--- config.mk ---
export PLATFORM = sky130hd
export DESIGN_NAME = sum_requester
export DESIGN_NICKNAME = d
export VERILOG_FILES = /design/src/rtl/sumreq_pkg.sv /design/src/rtl/sumreq_fifo.sv /design/src/rtl/sum_requester.sv
export SDC_FILE = /design/constraint.sdc
export NUM_CORES = 1
export LEC_CHECK = 0
export CAP_MARGIN = 20
export CORE_AREA = 2 2 112 114
export DETAILED_ROUTE_END_ITERATION = 8
export DIE_AREA = 0 0 114 116
export HOLD_SLACK_MARGIN = 0.08
export PLACE_DENSITY = 0.65
export SLEW_MARGIN = 20
export SYNTH_ARGS = -nofsm -noshare
export SYNTH_HDL_FRONTEND = slang
export SYNTH_SLANG_ARGS = --single-unit
--- constraint.sdc ---
create_clock -name clk -period 2.1 [get_ports clk]
set_clock_uncertainty 0.2 [all_clocks]
set_input_delay 0.315 -clock clk [delete_from_list [all_inputs] [get_ports clk]]
set_output_delay 0.315 -clock clk [all_outputs]
set_load 0.05 [all_outputs]
--- src/rtl/sumreq_pkg.sv ---
// Shared types for the sum_requester block.
//
// Contents:
//   state_e  - requester FSM states (IDLE, ISSUE, WAIT, HOLD)
//
// The operand-pair struct depends on the operand width W, which is a module
// parameter. A package cannot be parameterised, so pair_t is declared inside
// sum_requester, where W is known.
package sumreq_pkg;

  typedef enum logic [1:0] {
    IDLE  = 2'd0,
    ISSUE = 2'd1,
    WAIT  = 2'd2,
    HOLD  = 2'd3
  } state_e;

endpackage

--- src/rtl/sumreq_fifo.sv ---
// Synchronous DEPTH x WIDTH FIFO that buffers operand pairs for sum_requester.
//
// Ports:
//   clk       in   rising-edge clock
//   rst       in   asynchronous active-high reset (flushes pointers and count)
//   push      in   write request; ignored while full
//   pop       in   read request; ignored while empty
//   wdata     in   WIDTH  data written on an accepted push
//   rdata     out  WIDTH  current head entry (valid while !empty)
//   not_full  out  registered ready flag; 0 in reset, 1 whenever space remains
//   empty     out  registered empty flag
//
// DEPTH must be a power of two so the pointers wrap by plain overflow.
// Push and pop in the same cycle leave the occupancy unchanged.
module sumreq_fifo #(
  parameter int unsigned WIDTH = 16,
  parameter int unsigned DEPTH = 4
) (
  input  logic             clk,
  input  logic             rst,
  input  logic             push,
  input  logic             pop,
  input  logic [WIDTH-1:0] wdata,
  output logic [WIDTH-1:0] rdata,
  output logic             not_full,
  output logic             empty
);

  localparam int unsigned AW = $clog2(DEPTH);
  localparam logic [AW:0] FULL_CNT = (AW+1)'(DEPTH);

  logic [WIDTH-1:0] mem [DEPTH];
  logic [AW-1:0]    wr_ptr;
  logic [AW-1:0]    rd_ptr;
  logic [AW:0]      count;
  logic [AW:0]      count_next;
  logic             do_push;
  logic             do_pop;

  assign do_push = push && not_full;
  assign do_pop  = pop && !empty;
  assign rdata   = mem[rd_ptr];

  // NOTE: every variable assigned in a combinational block gets a default at
  // the top of the block, otherwise a path that skips the assignment infers a latch.
  always_comb begin
    count_next = count;
    if (do_push && !do_pop) begin
      count_next = count + 1'b1;
    end else if (!do_push && do_pop) begin
      count_next = count - 1'b1;
    end
  end

  // NOTE: clocked state uses non-blocking assignments so every register
  // samples pre-edge values regardless of statement order.
  always_ff @(posedge clk or posedge rst) begin
    if (rst) begin
      wr_ptr   <= '0;
      rd_ptr   <= '0;
      count    <= '0;
      not_full <= 1'b0;
      empty    <= 1'b1;
    end else begin
      if (do_push) wr_ptr <= wr_ptr + 1'b1;
      if (do_pop)  rd_ptr <= rd_ptr + 1'b1;
      count    <= count_next;
      not_full <= (count_next != FULL_CNT);
      empty    <= (count_next == '0);
    end
  end

  // NOTE: the storage array is deliberately not reset; the flushed pointers
  // and count guarantee stale entries are never read.
  always_ff @(posedge clk) begin
    if (do_push) mem[wr_ptr] <= wdata;
  end

endmodule

--- src/rtl/sum_requester.sv ---
// Initiator side of the start/a/b -> valid/y adder protocol.
//
// Operand pairs arrive on a valid/ready port and are buffered in a FIFO. Each
// pair is issued to the adder as a one-cycle start pulse with a/b; the FSM
// then waits for the adder's valid, captures y and presents it on a
// valid/ready result port. Only one request is outstanding at a time.
//
// Ports:
//   clk, rst              clock, asynchronous active-high reset
//   in_valid/in_ready     upstream handshake; in_a/in_b operands (W bits)
//   start, a, b           adder request pulse and operands
//   valid, y              adder response
//   res_valid/res_ready   downstream handshake; res_sum captured sum (W bits)
//   err                   sticky protocol error (cleared only by rst)
//
// Optional feature (macro SUMREQ_TIMEOUT_EN): abort a request when the adder
// stays silent for TIMEOUT cycles in WAIT; err is set and the FSM returns to IDLE.
module sum_requester
  import sumreq_pkg::*;
#(
  parameter int unsigned W       = 8,
  parameter int unsigned DEPTH   = 4,
  parameter int unsigned TIMEOUT = 4
) (
  input  logic         clk,
  input  logic         rst,
  input  logic         in_valid,
  output logic         in_ready,
  input  logic [W-1:0] in_a,
  input  logic [W-1:0] in_b,
  output logic         start,
  output logic [W-1:0] a,
  output logic [W-1:0] b,
  input  logic         valid,
  input  logic [W-1:0] y,
  output logic         res_valid,
  input  logic         res_ready,
  output logic [W-1:0] res_sum,
  output logic         err
);

  typedef struct packed {
    logic [W-1:0] a;
    logic [W-1:0] b;
  } pair_t;

  if (DEPTH < 2 || (DEPTH & (DEPTH - 1)) != 0) begin : g_bad_depth
    $error("sum_requester: DEPTH must be a power of two >= 2");
  end
  if (TIMEOUT < 1) begin : g_bad_timeout
    $error("sum_requester: TIMEOUT must be >= 1");
  end

  state_e state;
  pair_t  in_pair;
  pair_t  head;
  logic   fifo_empty;
  logic   issue;

  assign in_pair = '{a: in_a, b: in_b};

  sumreq_fifo #(
    .WIDTH (2 * W),
    .DEPTH (DEPTH)
  ) u_fifo (
    .clk      (clk),
    .rst      (rst),
    .push     (in_valid),
    .pop      (issue),
    .wdata    (in_pair),
    .rdata    (head),
    .not_full (in_ready),
    .empty    (fifo_empty)
  );

  // A new request leaves the FIFO when the FSM is idle, or when the current
  // result is being accepted downstream and more work is queued.
  assign issue = !fifo_empty &&
                 ((state == IDLE) || (state == HOLD && res_ready));

`ifdef SUMREQ_TIMEOUT_EN
  localparam int unsigned CW = (TIMEOUT > 1) ? $clog2(TIMEOUT) : 1;
  localparam logic [CW-1:0] CNT_LAST = CW'(TIMEOUT - 1);
  logic [CW-1:0] wait_cnt;
`endif

  always_ff @(posedge clk or posedge rst) begin
    if (rst) begin
      state     <= IDLE;
      start     <= 1'b0;
      a         <= '0;
      b         <= '0;
      res_valid <= 1'b0;
      res_sum   <= '0;
      err       <= 1'b0;
`ifdef SUMREQ_TIMEOUT_EN
      wait_cnt  <= '0;
`endif
    end else begin
      start <= 1'b0;

      // Any adder response outside WAIT has no request to belong to.
      if (valid && state != WAIT) err <= 1'b1;

      case (state)
        IDLE: ;  // leaves only through issue below
        ISSUE: begin
          state <= WAIT;
`ifdef SUMREQ_TIMEOUT_EN
          wait_cnt <= '0;
`endif
        end
        WAIT: begin
          if (valid) begin
            res_sum   <= y;
            res_valid <= 1'b1;
            state     <= HOLD;
          end
`ifdef SUMREQ_TIMEOUT_EN
          // A valid on the final allowed cycle wins over the abort.
          else if (wait_cnt == CNT_LAST) begin
            err   <= 1'b1;
            state <= IDLE;
          end else begin
            wait_cnt <= wait_cnt + 1'b1;
          end
`endif
        end
        HOLD: begin
          if (res_ready) begin
            res_valid <= 1'b0;
            state     <= IDLE;
          end
        end
        default: state <= IDLE;
      endcase

      // start is only ever raised on entry to ISSUE and cleared by the default
      // above on the following edge, giving exactly one cycle per request.
      if (issue) begin
        state <= ISSUE;
        start <= 1'b1;
        a     <= head.a;
        b     <= head.b;
      end
    end
  end

endmodule
==> metrics.txt <==
vias in the first global route 2,143; worst-path cell chain clkdlybuf4s50_1; PwrDens 1600 nW/um2; RSZ-0062 raised after global routing false; P_leak 0.00203 uW; # IOs 57; antenna cells 0; clk sinks 102; detailed-route DRC error count 0; Worst-path clk slew 70 ps; initial antenna violation count 0; Die Height 116 um; Startpoint Class flip-flop; Post-CTS Hold Fix Bufs 0; setup violators final 0; synth warn 0; Routed Antenna Nets 0; die area 13,200 um2; Total GRT Usage 11.6%; Seq/Total Area, Yosys 70.0%; total power 8460 uW; area grow syn2layout 28.8%; CTS Buf Count 9; Core ar. 11,900 um2; DPL Wire Length 4.57 mm; fmax 0.488 GHz; Post-Syn Area per Cell 19.2 um2; Period minus WS final 2050 ps; nets 327; crit share post-route 97.5%; CTS max path bufs 2; Post-synth EDFFs 64; sequential cell area 2870 um2; first-pass GRT wire length 11.2 mm; Synthesized Nets 253; Critical Path RT 1580 ps; reg2reg end u_fifo.empty; H-tree lvl count 3; status finished clean; initial cell density of the core 34.5%; Final Hold Vio Count 0; die width 114 um; slowest CP cell clkdlybuf4s50_1; Critical R2R Launch state[1]; placed insts 424; cell area after synthesis 4110 um2; CP delay by family, top buffers and inverters; pin count of the biggest net entering global routing 39; Post-synth top cells edfxtp_1, dfrtp_1, mux2_2; CP max stage delay 820 ps; FILL cells 1,061; DRT Wirelength 7.20 mm; Setup Buffers After CTS 0; dominant cell type by area after synthesis edfxtp_1; Crit path arrival time 1530 ps; CTS tree built; Final Max Tran Viols 0; Comb power frac 44.3%; Net Switching 3050 uW; share of cells above drive strength 1 24.9%; min-delay worst type input port to asynchronous set/reset pin; Crit. End Element output port; Yosys cell types 39; area fraction of the dominant cell type after synthesis 46.8%; Non-Filler Instances 440; post_cts resized 0; Tightest Pin Transition 507 ps; critical path class flip-flop to output port; row cnt 40; Root Buffer clkbuf_16; Starting DRT DRC Count 66; Routed WL per cell 16.4 um; Max-Slew Margin vs Limit 66.1%; Sequential Power Share 36.3%; drt pass-1 iters 4; Via density 4.79; r2r setup slk 200 ps; top-count cell post-synth edfxtp_1; area taken by multi-input logic gates 1140 um2; GPL Wtd Cong 0.722; CP max FO 2; Syn Inst Count 214; total gr overflow 0; Stages on worst setup path 1; worst path bufs/invs 1; worst vdd ir 0.544 mV; Clk pwr share 19.4%; Seq cells post-synth 102; vias 2,109; PortBufs 56; MaxCap Viol Count 0; Synth async-reset ratio 37.3%; Net Sw Frac 36.1%; main area contributors after synthesis edfxtp_1, dfrtp_1, mux4_1, mux2_2, mux4_2; Reg2Reg Depth 6; Clock Latency Late Sink 340 ps; dominant synthesized flop cell edfxtp_1; internal power 5410 uW
[placed cells by master, fill, tap and decap left out, drive strengths merged, types with 4 or more instances in the layout]
cell,n
ha,10
edfxtp,64
inv,13
o21ai,4
a21oi,6
and3,4
nand2,7
clkdlybuf4s50,51
xnor2,4
buf,16
mux4,16
dfrtp,37
clkbuf,10
mux2,25
[per-layer routing]
layer / GRT usage, % / part of all wire [%]
met1: 13.4 / 43
met3: 4.13 / 4.4
met4: 3.41 / 0.92
met5: 0 / 0
met2: 20.4 / 52
[stage by stage]
stage	hold WS [ps]	setup TNS (ps)	worst slack, ps	util, %	cell area (um2)
floorplan	214	0	235	-	4110
global placement	261	0	2.96	41.9	4990
detailed placement	268	-56.6	-30.4	41.9	4990
CTS	120	0	26.4	44.3	5280
global route	150	0	13.4	44.4	5290
finish	122	0	51.6	44.4	5290
[worst max-delay path by stage]
stage,from,to
3_5_place_dp,in_valid,u_fifo.not_full
2_1_floorplan,u_fifo.not_full,u_fifo.mem[0][0]
5_1_grt,b[4],b[4]
4_1_cts,b[3],b[3]
6_report,b[4],b[4]
3_3_place_gp,in_valid,u_fifo.not_full
[power groups by stage]
stage               registers [uW]  clock network, uW  logic (uW)
global route                  3140               1760        3990
global placement              3100                  0        3740
finish                        3070               1640        3750
detailed placement            3130                  0        3800
CTS                           3090               1690        3810
floorplan                     3960                  0        1730
[logic make-up after synthesis]
logic type	share of synthesized area, %
AO/OA/AOI/OAI	4.51
XOR/XNOR	0.853
adder cells (fa/ha/maj)	3.05
buffers and inverters	2.25
flip-flops	70.0
multiplexers	17.3
AND/OR/NAND/NOR	2.01
[sequential cells by signal, summed over array words and instances, names as in the netlist]
signal	cells
u_fifo.mem	64
a	8
b	8
res_sum	8
u_fifo.count	3
state	2
u_fifo.rd_ptr	2
u_fifo.wr_ptr	2
err	1
res_valid	1
start	1
u_fifo.empty	1
u_fifo.not_full	1
[final cells by class]
type,instances,share of cell area [%]
Multi-Input combinational cell,96,21.6
Clock inverter,6,1.28
Inverter,10,0.710
Sequential cell,102,54.4
Clock buffer,10,4.33
Tap cell,147,3.48
Timing Repair Buffer,69,14.3
(Power assumes the default switching activity.)
==> variant (same settings) <==
The 4 states of `state_e` get a one-hot encoding in 4 bits.
--- a/src/rtl/sumreq_pkg.sv
+++ b/src/rtl/sumreq_pkg.sv
@@ -8,11 +8,11 @@
 // sum_requester, where W is known.
 package sumreq_pkg;
 
-  typedef enum logic [1:0] {
-    IDLE  = 2'd0,
-    ISSUE = 2'd1,
-    WAIT  = 2'd2,
-    HOLD  = 2'd3
+  typedef enum logic [3:0] {
+    IDLE  = 4'b0001,
+    ISSUE = 4'b0010,
+    WAIT  = 4'b0100,
+    HOLD  = 4'b1000
   } state_e;
 
 endpackage
Check against the original RTL: no difference found for any inputs over 10 cycles, from zero or initial values and one cycle with rst high; not proved beyond that.
==> variant against the original RTL <==
Global-route usage up 0.58 points. Highest routed layer unchanged. Largest cell class unchanged. Register-to-register slack worse by 0.05 ns. Sequential cell count up 2. Synthesized area up 1.4%. Die area unchanged. Maximum frequency up 0.21%. Final cell count up 1.1%. Power up 1.9%. Routed wire length up 2.6%. Worst setup slack better by 0.0043 ns. Critical path type unchanged. Cell area up 1.3%.
==> variant: results (changes against the original RTL) <==
yosys warns - 0 (unchanged)
antenna violations before repair - 0 (unchanged)
DRC - 0 (unchanged)
worst r2r dst - u_fifo.not_full$_DFF_PP0_ (was u_fifo.empty$_DFF_PP1_)
Clock Latency Late Sink - 0.34 ns (about the same)
max reg flops - 64 (unchanged)
FF-to-FF Start - state[0]$_DFFE_PP1P_ (was state[1]$_DFFE_PP0P_)
Commonest cells post-synth - 64 x edfxtp_1, 38 x dfrtp_1, 18 x mux2_2 (was 64 x edfxtp_1, 37 x dfrtp_1, 17 x mux2_2)
cts repair resizes - 0 (unchanged)
WL per Instance - 16.6 um (was 16.4 um)
H-Tree Depth - 3 (unchanged)
number of detailed-route iterations in the first pass - 4 (unchanged)
most flop-heavy register - u_fifo.mem (unchanged)
first-pass GRT wire length - 12,000 um (was 11,200 um)
Initial DRC Count - 62 (was 66)
Leak - 1.97 nW (was 2.03 nW)
top cells by area, synth - edfxtp_1 46%, dfrtp_1 23%, mux4_2 8.7%, mux2_2 4.9%, mux2_4 2.5% (was edfxtp_1 47%, dfrtp_1 23%, mux4_1 5.1%, mux2_2 4.7%, mux4_2 4.4%)
Synth cell types - 45 (was 39)
Hold Fails Final Rpt - 0 (unchanged)
clk root buf - clkbuf_16 (unchanged)
# setup viols final - 0 (unchanged)
VDD IR max - 0.436 mV (was 0.544 mV)
share of layout cells above drive strength 1 - 27.9% (was 24.9%)
Max Root-Sink Buffers - 2 (unchanged)
Synth Net Count - 255 (was 253)
post-synthesis async set-or-reset flop share - 38.5% (was 37.3%)
placed cell area - 0.00503 mm^2 (was 0.00499 mm^2)
DPL Wire Length - 4800 um (was 4570 um)
setup bufs post-CTS - 0 (unchanged)
Worst Path Arrival - 1.53 ns (about the same)
# diodes - 0 (unchanged)
HP Class - in2async (unchanged)
Slew @ Worst Pin - 0.509 ns (was 0.507 ns)
vias in the first global route - 2,301 (was 2,143)
worst slack at placement - -0.0500 ns (was -0.0304 ns)
sequential element share of the synthesized area - 70.3% (was 70.0%)
status - finished clean (unchanged)
Crit path max-delay family - buffers and inverters (unchanged)
EDFF count, synth - 64 (unchanged)
setup slack, reg-to-reg - 0.15 ns (was 0.20 ns)
GRT Total Usage - 12.2% (was 11.6%)
I/O Buffers - 56 (unchanged)
nets@finish - 328 (was 327)
CTS Buf Count - 9 (unchanged)
clock slew at reported path FFs - 0.07 ns (about the same)
Final GP Congestion - 0.765 (was 0.722)
critical-path maximum fanout - 3 (was 2)
pin count of the biggest net entering global routing - 23 (was 39)
critical path's slowest cell - clkdlybuf4s50_1 (unchanged)
Reg2Reg Depth - 4 (was 6)
crit-path max cell delay - 0.82 ns (about the same)
vias per cell - 4.84 (was 4.79)
variant: cell types whose count changed after synthesis, sizes merged, moves of 4 or more:
| cell | delta |
|---|---|
| nor2 | +5 |
| a21oi | -4 |
| ha | -4 |
| o21ai | -4 |
variant: layout make-up:
class	count	area (um^2)
Tap cell	147	184
Sequential cell	104	2930
Clock inverter	7	100
Clock buffer	9	225
Timing Repair Buffer	69	738
Multi-Input combinational cell	102	1160
Inverter	7	26.3
Fill cell	1049	6560
variant: routing by layer:
metal / global-route usage (%) / up-vias / routed length, um
li1: - / 996 / -
met1: 14.8 / 1111 / 3230
met2: 20.7 / 38 / 3750
met3: 2.72 / 9 / 250
met4: 5.85 / 0 / 143
met5: 0 / - / 0
variant: logic make-up (layout without fill, tap and decap cells):
family	after synthesis	after routing	share of synthesized area, %
DFF	104	104	70.3
muxes	41	41	16.0
xor gates and xnor gates	3	3	0.631
and+or+nand+nor	32	32	4.42
buffers and inverters	14	92	1.95
AOI/OAI and AO/OA	20	20	4.90
adders and majority gates	6	6	1.80
variant: where the power goes:
group          switching, mW  internal (mW)  total, mW
Sequential             0.359           2.81       3.17
Clock                  0.738           1.06       1.80
Combinational           1.93           1.72       3.65
variant: how the worst max path moves through the flow:
stage | end | cells after the start | start | slack [ns]
floorplan | u_fifo.count[2]$_DFF_PP0_ | 4 | u_fifo.not_full$_DFF_PP0_ | 0.11
global placement | a[2]$_DFFE_PP0N_ | 5 | res_ready | 0.002
detailed placement | u_fifo.not_full$_DFF_PP0_ | 5 | res_ready | -0.05
CTS | res_valid | 1 | res_valid$_DFFE_PP0P_ | 0.03
global route | res_valid | 1 | res_valid$_DFFE_PP0P_ | 0.01
finish | res_valid | 1 | res_valid$_DFFE_PP0P_ | 0.06
variant: through the flow:
step	hold slack, ns	std cells	util (%)
floorplan	0.214	220	-
finish	0.134	445	45.0
detailed placement	0.243	429	42.2
global route	0.181	445	45.0
global placement	0.248	429	42.2
CTS	0.140	445	45.0
